[src/rtl/video_pkg.sv]
// rtl/video_pkg.sv - shared composite-video level constants and types
// Levels are 6-bit unsigned: 0 = sync tip, 12 = pedestal, 63 = peak white.
package video_pkg;

    localparam int C_W_VIDEO  = 6;
    localparam int C_LVL_SYNC = 0;
    localparam int C_LVL_PEDE = 12;
    localparam int C_LVL_MAX  = 63;

    typedef logic [5:0] video_lvl_t;

endpackage

[src/rtl/video_dsm_lfsr.sv]
// rtl/video_dsm_lfsr.sv - 15-bit Fibonacci LFSR (x^15 + x^14 + 1) used as dither source
// Ports:
//   CK_i    in   clock
//   ARST_i  in   asynchronous reset, active high; loads C_SEED
//   EN_i    in   1 = advance one step this cycle
//   LFSR_o  out  current register state (period 32767 for any non-zero seed)
module video_dsm_lfsr #(
    parameter logic [14:0] C_SEED = 15'h0001
) (
    input  logic        CK_i,
    input  logic        ARST_i,
    input  logic        EN_i,
    output logic [14:0] LFSR_o
);

    always_ff @(posedge CK_i or posedge ARST_i) begin
        if (ARST_i) begin
            LFSR_o <= C_SEED;
        end else if (EN_i) begin
            LFSR_o <= {LFSR_o[13:0], LFSR_o[14] ^ LFSR_o[13]};
        end
    end

endmodule

[src/rtl/video_dsm_dac.sv]
// rtl/video_dsm_dac.sv - 1-bit delta-sigma DAC for the composite-video level
// Optional dither: define VIDEO_DSM_DITHER_EN to add LFSR dither at the order-2 quantiser.
// Ports:
//   CK_i      in   modulator clock
//   ARST_i    in   asynchronous reset, active high
//   CK_EE_i   in   sample strobe (single-cycle pulse, or held 1 to sample every cycle)
//   VIDEOs_i  in   unsigned video level, C_W_IN bits
//   MUTE_i    in   1 = the sample captured on this strobe is forced to 0
//   DAC_o     out  registered bitstream, inverted when C_XOUT = 1
//   OVF_o     out  sticky flag: order-2 second integrator saturated since reset
import video_pkg::*;

module video_dsm_dac #(
    parameter int   C_W_IN  = C_W_VIDEO,
    parameter int   C_ORDER = 2,
    parameter logic C_XOUT  = 1'b0
) (
    input  logic              CK_i,
    input  logic              ARST_i,
    input  logic              CK_EE_i,
    input  logic [C_W_IN-1:0] VIDEOs_i,
    input  logic              MUTE_i,
    output logic              DAC_o,
    output logic              OVF_o
);

    logic [C_W_IN-1:0] x;
    logic              y;

    // Captured sample; the modulator sees it one cycle later.
    always_ff @(posedge CK_i or posedge ARST_i) begin
        if (ARST_i) begin
            x <= '0;
        end else if (CK_EE_i) begin
            x <= MUTE_i ? '0 : VIDEOs_i;
        end
    end

`ifdef VIDEO_DSM_DITHER_EN
    logic [14:0] lfsr;

    video_dsm_lfsr #(
        .C_SEED (15'h0001)
    ) u_lfsr (
        .CK_i   (CK_i),
        .ARST_i (ARST_i),
        .EN_i   (1'b1),
        .LFSR_o (lfsr)
    );
`endif

    generate
        if (C_ORDER == 1) begin : g_order1
            // First-order: the carry out of a wrapping accumulator is the bitstream.
            logic [C_W_IN-1:0] acc;
            logic [C_W_IN:0]   s;

            assign s     = {1'b0, acc} + {1'b0, x};
            assign y     = s[C_W_IN];
            assign OVF_o = 1'b0;

            always_ff @(posedge CK_i or posedge ARST_i) begin
                if (ARST_i) begin
                    acc <= '0;
                end else begin
                    acc <= s[C_W_IN-1:0];
                end
            end
        end else if (C_ORDER == 2) begin : g_order2
            // Second-order CIFB. Intermediates carry one guard bit over the
            // integrator registers so the saturation test cannot wrap.
            localparam int C_WI = C_W_IN + 4;
            localparam logic signed [C_WI:0] C_FS   = (C_WI+1)'(2**C_W_IN);
            localparam logic signed [C_WI:0] C_SAT  = (C_WI+1)'(2**(C_W_IN+2));
            localparam logic signed [C_WI:0] C_ZERO = '0;

            logic signed [C_WI-1:0] i1;
            logic signed [C_WI-1:0] i2;
            logic signed [C_WI:0]   fb;
            logic signed [C_WI:0]   xe;
            logic signed [C_WI:0]   d;
            logic signed [C_WI:0]   i1n;
            logic signed [C_WI:0]   i2r;
            logic signed [C_WI:0]   i2n;
            logic signed [C_WI:0]   q;
            logic                   sat;
            logic                   y_prev;

            assign fb = y_prev ? C_FS : '0;
            assign xe = {{(C_WI+1-C_W_IN){1'b0}}, x};

`ifdef VIDEO_DSM_DITHER_EN
            // Two LSBs of the LFSR read as a signed value: -2..+1.
            assign d = {{(C_WI-1){lfsr[1]}}, lfsr[1:0]};
`else
            assign d = '0;
`endif

            always_comb begin
                i1n = {i1[C_WI-1], i1} + xe - fb;
                i2r = {i2[C_WI-1], i2} + i1n - fb;
                i2n = i2r;
                sat = 1'b0;
                if (i2r > C_SAT) begin
                    i2n = C_SAT;
                    sat = 1'b1;
                end else if (i2r < -C_SAT) begin
                    i2n = -C_SAT;
                    sat = 1'b1;
                end
            end

            assign q = i2n + d;
            assign y = (q >= C_ZERO);

            always_ff @(posedge CK_i or posedge ARST_i) begin
                if (ARST_i) begin
                    i1     <= '0;
                    i2     <= '0;
                    y_prev <= 1'b0;
                    OVF_o  <= 1'b0;
                end else begin
                    i1     <= i1n[C_WI-1:0];
                    i2     <= i2n[C_WI-1:0];
                    y_prev <= y;
                    OVF_o  <= OVF_o | sat;
                end
            end
        end else begin : g_bad_order
            $error("video_dsm_dac: C_ORDER must be 1 or 2");
            assign y     = 1'b0;
            assign OVF_o = 1'b0;
        end
    endgenerate

    // Polarity is applied here so the modulator state is independent of C_XOUT.
    always_ff @(posedge CK_i or posedge ARST_i) begin
        if (ARST_i) begin
            DAC_o <= C_XOUT;
        end else begin
            DAC_o <= y ^ C_XOUT;
        end
    end

endmodule
[config.mk]
export PLATFORM = sky130hd
export DESIGN_NAME = video_dsm_dac
export DESIGN_NICKNAME = d
export VERILOG_FILES = /design/src/rtl/video_pkg.sv /design/src/rtl/video_dsm_lfsr.sv /design/src/rtl/video_dsm_dac.sv
export SDC_FILE = /design/constraint.sdc
export NUM_CORES = 1
export LEC_CHECK = 0
export CAP_MARGIN = 25
export CELL_PAD_IN_SITES_DETAIL_PLACEMENT = 0
export CELL_PAD_IN_SITES_GLOBAL_PLACEMENT = 1
export CORE_UTILIZATION = 45
export CTS_CLUSTER_DIAMETER = 200
export DETAILED_ROUTE_END_ITERATION = 16
export GPL_TIMING_DRIVEN = 0
export PLACE_DENSITY_LB_ADDON = 0.12
export SYNTH_ARGS = -nofsm -noshare
export SYNTH_HDL_FRONTEND = slang
export SYNTH_SLANG_ARGS = --single-unit
[constraint.sdc]
create_clock -name CK_i -period 5.7 [get_ports CK_i]
set_clock_uncertainty 0.1 [all_clocks]
set_input_delay 1.14 -clock CK_i [delete_from_list [all_inputs] [get_ports CK_i]]
set_output_delay 1.14 -clock CK_i [all_outputs]
set_load 0.02 [all_outputs]
==> results of run 1 <==
[cell type report]
cell class,instances,area share [%]
Clock inverter,1,1.20
Buffer,3,0.500
Clock buffer,3,1.65
Sequential cell,28,28.0
Inverter,63,9.44
Tap cell,67,3.35
Multi-Input combinational cell,158,50.4
Timing Repair Buffer,12,5.49
[cell usage after synthesis (2+ instances only)]
master                      number
sky130_fd_sc_hd__a2111oi_0       2
sky130_fd_sc_hd__a21o_1          4
sky130_fd_sc_hd__a21oi_1        14
sky130_fd_sc_hd__clkbuf_1        2
sky130_fd_sc_hd__dfrtp_1        28
sky130_fd_sc_hd__ha_1           34
sky130_fd_sc_hd__inv_1          63
sky130_fd_sc_hd__nand2_1         6
sky130_fd_sc_hd__nand2b_1        5
sky130_fd_sc_hd__nand3b_1        6
sky130_fd_sc_hd__nand4_1         3
sky130_fd_sc_hd__nor2_1         11
sky130_fd_sc_hd__nor2b_1         6
sky130_fd_sc_hd__nor3_1          2
sky130_fd_sc_hd__nor4_1          2
sky130_fd_sc_hd__o21a_1          2
sky130_fd_sc_hd__o21ai_0        13
sky130_fd_sc_hd__o31a_1          3
sky130_fd_sc_hd__or3_1           3
sky130_fd_sc_hd__or4_1           2
sky130_fd_sc_hd__xnor2_1         7
sky130_fd_sc_hd__xor2_1         10
[stage by stage]
step / hold WS (ns) / worst slack, ns
6_report: 0.385 / 0.934
5_1_grt: 0.399 / 0.528
4_1_cts: 0.384 / 0.915
3_5_place_dp: 0.360 / 0.954
3_3_place_gp: 0.338 / 0.942
2_1_floorplan: 0.367 / 1.33
[cell families (layout without fill, tap and decap cells)]
group / Yosys count / in the layout / share of synthesized area, %
fa+ha+maj: 35 / 35 / 20.1
buf+inv: 66 / 82 / 11.3
compound gates: 52 / 52 / 15.9
mux: 1 / 1 / 0.453
flops: 28 / 28 / 31.7
simple gates: 53 / 53 / 13.9
xor+xnor: 17 / 17 / 6.73
[worst reg2reg max path: cells and delay by family (launching register included)]
kind	cells	cell delay, ns
and+or+nand+nor	3	0.78
buffers and inverters	3	0.15
AOI/OAI and AO/OA	8	1.91
xor gates and xnor gates	1	0.21
adders and majority gates	4	1.15
DFF	1	0.35
[registers in the layout, indices dropped and copies added, names as in the netlist]
signal and flops:
OVF_o 1, DAC_o 1, g_order2.i2 10, x 6, g_order2.i1 10
[routing by layer]
metal | wire, um | track usage [%] | up-vias
li1 | - | - | 868
met1 | 2000 | 23.6 | 720
met2 | 1690 | 26.0 | 12
met3 | 64 | 1.67 | 2
met4 | 36 | 4.58 | 0
met5 | 0 | 0 | -
[path summary, 6_finish.rpt]
check,endpoint,cells past startpoint,slack [ns],from
min in group asynchronous,g_order2.i1[1],2,1.11,ARST_i
max reg2reg,OVF_o,19,0.93,x[2]
min,OVF_o,1,0.38,OVF_o
min reg2reg,OVF_o,1,0.38,OVF_o
max,OVF_o,19,0.93,x[2]
max in group asynchronous,g_order2.i1[9],3,3.90,ARST_i
==> impl_metrics.sql, run 1 <==
INSERT INTO impl_metrics (metric_group, metric, value, unit) VALUES
('final_layout', 'finalInstanceArea', '2500', 'um^2'),
('final_layout', 'insertedDiodeCount', '0', ''),
('sta', 'slew_headroom', '58.5', '%'),
('logic_synthesis', 'postSynth.asyncResetShare', '100', '%'),
('logic_synthesis', 'syn_inst', '252', ''),
('sta', 'setup_viol', '0', ''),
('sta', 'report.final.slew_viol_count', '0', ''),
('setup_path', 'cp_data_arrival_time', '4.85', 'ns'),
('setup_path', 'cp_top_family', 'compound AO/OA/AOI/OAI gates', ''),
('final_layout', 'mostFrequentLayoutCell', 'sky130_fd_sc_hd__inv_1', ''),
('logic_synthesis', 'synth_area', '2210', 'um^2'),
('clock_network', 'post-cts-setup-buffers', '0', ''),
('clock_network', 'holdBufCountCts', '0', ''),
('clock_network', 'htree_num_levels', '1', ''),
('placed_design', 'place.gp.congestion', '0.761', ''),
('floorplanning', 'die_w', '72.1', 'um'),
('final_layout', 'layout_common_cells', '63 x sky130_fd_sc_hd__inv_1, 34 x sky130_fd_sc_hd__ha_1, 28 x sky130_fd_sc_hd__dfrtp_1, 14 x sky130_fd_sc_hd__a21oi_1, 13 x sky130_fd_sc_hd__o21ai_0', ''),
('final_layout', 'final_core_utilization', '53.0', '%'),
('logic_synthesis', 'synth_area_per_cell', '8.78', 'um^2'),
('setup_path', 'path_class', 'reg2reg', ''),
('setup_path', 'crit_path_max_fo', '8', ''),
('floorplanning', 'ios', '12', ''),
('logic_synthesis', 'post_synthesis_net_count', '297', ''),
('clock_network', 'clockBufferDepth', '2', ''),
('setup_path', 'worst_ep_required_time', '5.78', 'ns'),
('placed_design', 'placement.cell_area', '2430', 'um^2'),
('floorplanning', 'core.rowCount', '25', ''),
('clock_network', 'clock_latency', '0.28', 'ns'),
('placed_design', 'io_buffers', '11', ''),
('sta', 'period_share', '83.6', '%'),
('grt', 'global_route_wire_length_before_repair', '6710', 'um'),
('logic_synthesis', 'ys_seq_area_share', '31.7', '%'),
('setup_path', 'cp.buffers_inverters', '3', ''),
('sta', 'setup_repair_after_global_routing_missed_its_margin', 'false', ''),
('setup_path', 'critPathMostFrequentCell', 'sky130_fd_sc_hd__ha_1', ''),
('final_layout', 'layout.nets', '314', ''),
('drt', 'drt-initial-drc-count', '44', ''),
('clock_network', 'cts_root_buf', 'sky130_fd_sc_hd__clkbuf_8', ''),
('logic_synthesis', 'yosys_warnings', '0', ''),
('floorplanning', 'effective_utilization_at_floorplan', '46.8', '%'),
('logic_synthesis', 'synth.area.top_cells', 'sky130_fd_sc_hd__dfrtp_1 32%, sky130_fd_sc_hd__ha_1 19%, sky130_fd_sc_hd__inv_1 11%', ''),
('grt', 'grtUsageTotal', '16.3', '%'),
('grt', 'largest_net_degree_at_the_start_of_global_routing', '17', ''),
('setup_path', 'list_of_cells_traversed_by_the_critical_path', 'inv_1 -> ha_1 -> inv_1 -> ha_1 -> a21oi_1 -> nor2b_1 -> o21a_1 -> o31a_1 -> nor2_1 -> xor2_1 -> ha_1 -> inv_1 -> ha_1 -> a2111oi_0 -> o21ai_0 -> o2111a_1 -> or4_1 -> a211o_1 -> a21o_1', ''),
('final_layout', 'area_delta_synth_final', '13.2', '%'),
('placed_design', 'dp.final_hpwl', '3070', 'um'),
('sta', 'max_slew.worst_pin.slew', '0.615', 'ns'),
('job', 'maxCapViolations', '0', ''),
('placed_design', 'placed_cells_incl_taps', '331', ''),
('clock_network', 'cts_tree', 'built', ''),
('setup_path', 'cp_slowest_cell', 'sky130_fd_sc_hd__or4_1', ''),
('drt', 'routed_via_density', '4.78', ''),
('clock_network', 'number_of_sinks_driven_by_the_clock_tree', '28', ''),
('logic_synthesis', 'synth_seq_cells', '28', ''),
('floorplanning', 'dieHeight', '72.1', 'um'),
('drt', 'drc_errors', '0', ''),
('drt', 'drt_wl_total', '3800', 'um'),
('outcome', 'status', 'finished, final reports clean', ''),
('final_layout', 'non_filler_cells_in_the_finished_layout', '335', ''),
('setup_path', 'critical_path.endpoint_type', 'register', ''),
('grt', 'grt_pass1_vias', '1509', ''),
('final_layout', 'sequential_cell_area', '701', 'um^2'),
('drt', 'drt-pass1-iter-count', '4', ''),
('logic_synthesis', 'synth_enable_flop_cells', '0', ''),
('logic_synthesis', 'synth.lib_cells_used.distinct', '46', ''),
('logic_synthesis', 'postSynth.topFlopCell', 'sky130_fd_sc_hd__dfrtp_1', ''),
('sta', 'finalSetupTns', '0', 'ns'),
('clock_network', 'cts.clk_slew.worst_paths', '0.11', 'ns'),
('clock_network', 'cts-buffers-inserted', '3', ''),
('setup_path', 'timing.critical_path.slowest_cell_delay', '0.51', 'ns'),
('drt', 'wl_per_cell', '11.3', 'um');
Power of run 1 is not shown: default switching activity piles up to over one toggle a cycle in this logic, so the estimate is an artifact.
==> inputs of run 2 (changes only) <==
- clock period: 5.7 -> 4.9 ns (I/O delays scaled with it)
==> impl_metrics.sql, run 2 (synthesized netlist as in run 1, its figures left out) <==
INSERT INTO impl_metrics (metric_group, metric, value, unit) VALUES
('outcome', 'status', 'finished, final reports clean', ''),
('drt', 'drt-pass1-iter-count', '4', ''),
('setup_path', 'path_class', 'reg2reg', ''),
('drt', 'drt_wl_total', '3830', 'um'),
('clock_network', 'number_of_sinks_driven_by_the_clock_tree', '28', ''),
('setup_path', 'critical_path.endpoint_type', 'register', ''),
('floorplanning', 'dieHeight', '72.1', 'um'),
('setup_path', 'crit_path_max_fo', '8', ''),
('sta', 'max_slew.worst_pin.slew', '0.587', 'ns'),
('final_layout', 'insertedDiodeCount', '0', ''),
('drt', 'route.vias.total', '1631', ''),
('drt', 'drt-initial-drc-count', '43', ''),
('clock_network', 'cts-buffers-inserted', '3', ''),
('sta', 'report.final.slew_viol_count', '0', ''),
('drt', 'drc_errors', '0', ''),
('setup_path', 'reg2reg_setup_slack', '0.21', 'ns'),
('clock_network', 'cts_root_buf', 'sky130_fd_sc_hd__clkbuf_8', ''),
('final_layout', 'layout.nets', '314', ''),
('sta', 'period_share', '95.8', '%'),
('grt', 'grtUsageTotal', '16.3', '%'),
('clock_network', 'clock_latency', '0.28', 'ns'),
('grt', 'largest_net_degree_at_the_start_of_global_routing', '17', ''),
('floorplanning', 'die_w', '72.1', 'um'),
('sta', 'setup_viol', '0', ''),
('floorplanning', 'effective_utilization_at_floorplan', '46.8', '%'),
('placed_design', 'dp.final_hpwl', '3070', 'um'),
('floorplanning', 'ios', '12', ''),
('clock_network', 'cts_tree', 'built', ''),
('sta', 'finalSetupTns', '0', 'ns'),
('clock_network', 'cts.clk_slew.worst_paths', '0.11', 'ns'),
('final_layout', 'layout_common_cells', '63 x sky130_fd_sc_hd__inv_1, 33 x sky130_fd_sc_hd__ha_1, 28 x sky130_fd_sc_hd__dfrtp_1, 13 x sky130_fd_sc_hd__a21oi_1, 13 x sky130_fd_sc_hd__o21ai_0', ''),
('sta', 'timing_hold_violations_final', '0', ''),
('drt', 'routed_via_density', '4.87', ''),
('final_layout', 'mostFrequentLayoutCell', 'sky130_fd_sc_hd__inv_1', ''),
('grt', 'grt_pass1_vias', '1509', ''),
('drt', 'route.antenna.remaining_nets', '0', ''),
('grt', 'grt_overflow_total', '0', ''),
('floorplanning', 'floorplan.die_area', '5200', 'um^2'),
('floorplanning', 'core.rowCount', '25', ''),
('final_layout', 'largest_registers', 'g_order2.i1 x10, g_order2.i2 x10, x x6', ''),
('clock_network', 'clockBufferDepth', '2', ''),
('job', 'maxCapViolations', '0', ''),
('final_layout', 'multi_input_gate_area_in_the_final_layout', '1290', 'um^2'),
('grt', 'antenna_found_initial', '0', ''),
('setup_path', 'cp_data_arrival_time', '4.78', 'ns'),
('sta', 'max_clock_freq', '213', 'MHz'),
('setup_path', 'nature_of_the_critical_path_startpoint', 'register', ''),
('final_layout', 'area_delta_synth_final', '14.7', '%'),
('clock_network', 'htree_num_levels', '1', ''),
('placed_design', 'io_buffers', '11', ''),
('final_layout', 'sequential_cell_area', '701', 'um^2'),
('drt', 'wl_per_cell', '11.4', 'um'),
('min_path', 'hold_path.class', 'reg2reg', ''),
('sta', 'setup_repair_after_global_routing_missed_its_margin', 'false', ''),
('sta', 'slew_headroom', '60.8', '%'),
('clock_network', 'holdBufCountCts', '0', ''),
('floorplanning', 'core_region_area', '4720', 'um^2'),
('final_layout', 'total_of_fill_cells_in_the_finished_design', '449', ''),
('grt', 'global_route_wire_length_before_repair', '6710', 'um'),
('final_layout', 'final_layout_size_suffix_gt1_share', '7.09', '%'),
('sta', 'period_minus_slack', '4.69', 'ns'),
('placed_design', 'place.gp.congestion', '0.761', ''),
('setup_path', 'worst_ep_required_time', '4.98', 'ns');
[run 2: cell counts in the layout (fill, tap and decap cells not counted)]
Identical to the previous run, type by type.
[run 2: path summary, 6_finish.rpt]
path,start,end,depth (start not counted)
max in group asynchronous,ARST_i,g_order2.i1[9],3
worst min-delay path,OVF_o,OVF_o,1
worst max register to register,x[2],OVF_o,19
min in group asynchronous,ARST_i,g_order2.i1[1],2
worst min register to register,OVF_o,OVF_o,1
worst max-delay path,x[2],OVF_o,19
[run 2: what timing repair did]
item / CTS / global route
setup buffers: 0 / 0
resized for setup: 0 / 8
endpoints found under the setup margin: 0 / 9
endpoints found under the hold margin: 0 / 0
[run 2: through the flow]
stage	worst slack (ns)	util (%)	instance area, um^2	hold slack [ns]	cells
after floorplan	0.530	-	2210	0.367	252
after CTS	0.115	53.0	2500	0.384	335
after detailed placement	0.154	51.5	2430	0.360	331
final	0.206	53.7	2540	0.377	335
after global routing	0.00588	53.7	2540	0.399	335
after global placement	0.142	50.9	2410	0.338	330
[run 2: layer usage]
layer / vias up / track usage, % / wire length, um
met1: 746 / 23.6 / 2010
met2: 15 / 26.0 / 1720
met3: 2 / 1.67 / 72
met5: - / 0 / 0
li1: 868 / - / -
met4: 0 / 4.58 / 36
[run 2: cell type report]
type / instances / area share [%]
tap: 67 / 3.30
clock buffer: 3 / 1.63
multi-input combinational: 158 / 51.0
sequential: 28 / 27.6
clock inverter: 1 / 1.18
inverter: 63 / 9.32
timing repair buffer: 12 / 5.42
buffer: 3 / 0.493
[run 2: worst max-delay path: stages (launching register included)]
cell                       delay, ns
sky130_fd_sc_hd__dfrtp_1        0.35
sky130_fd_sc_hd__inv_1          0.05
sky130_fd_sc_hd__ha_1           0.26
sky130_fd_sc_hd__inv_1          0.04
sky130_fd_sc_hd__ha_1           0.33
sky130_fd_sc_hd__a21oi_2        0.19
sky130_fd_sc_hd__nor2b_1        0.07
sky130_fd_sc_hd__o21a_1         0.19
sky130_fd_sc_hd__o31a_1         0.29
sky130_fd_sc_hd__nor2_2         0.16
sky130_fd_sc_hd__xor2_1         0.11
sky130_fd_sc_hd__ha_1           0.29
sky130_fd_sc_hd__inv_1          0.04
sky130_fd_sc_hd__ha_2           0.40
sky130_fd_sc_hd__nand3_1        0.14
sky130_fd_sc_hd__or3_1          0.33
sky130_fd_sc_hd__o2111a_1       0.16
sky130_fd_sc_hd__or4_1          0.55
sky130_fd_sc_hd__a211o_4        0.38
sky130_fd_sc_hd__a21o_1         0.18
Power of run 2 is left out for the same reason.
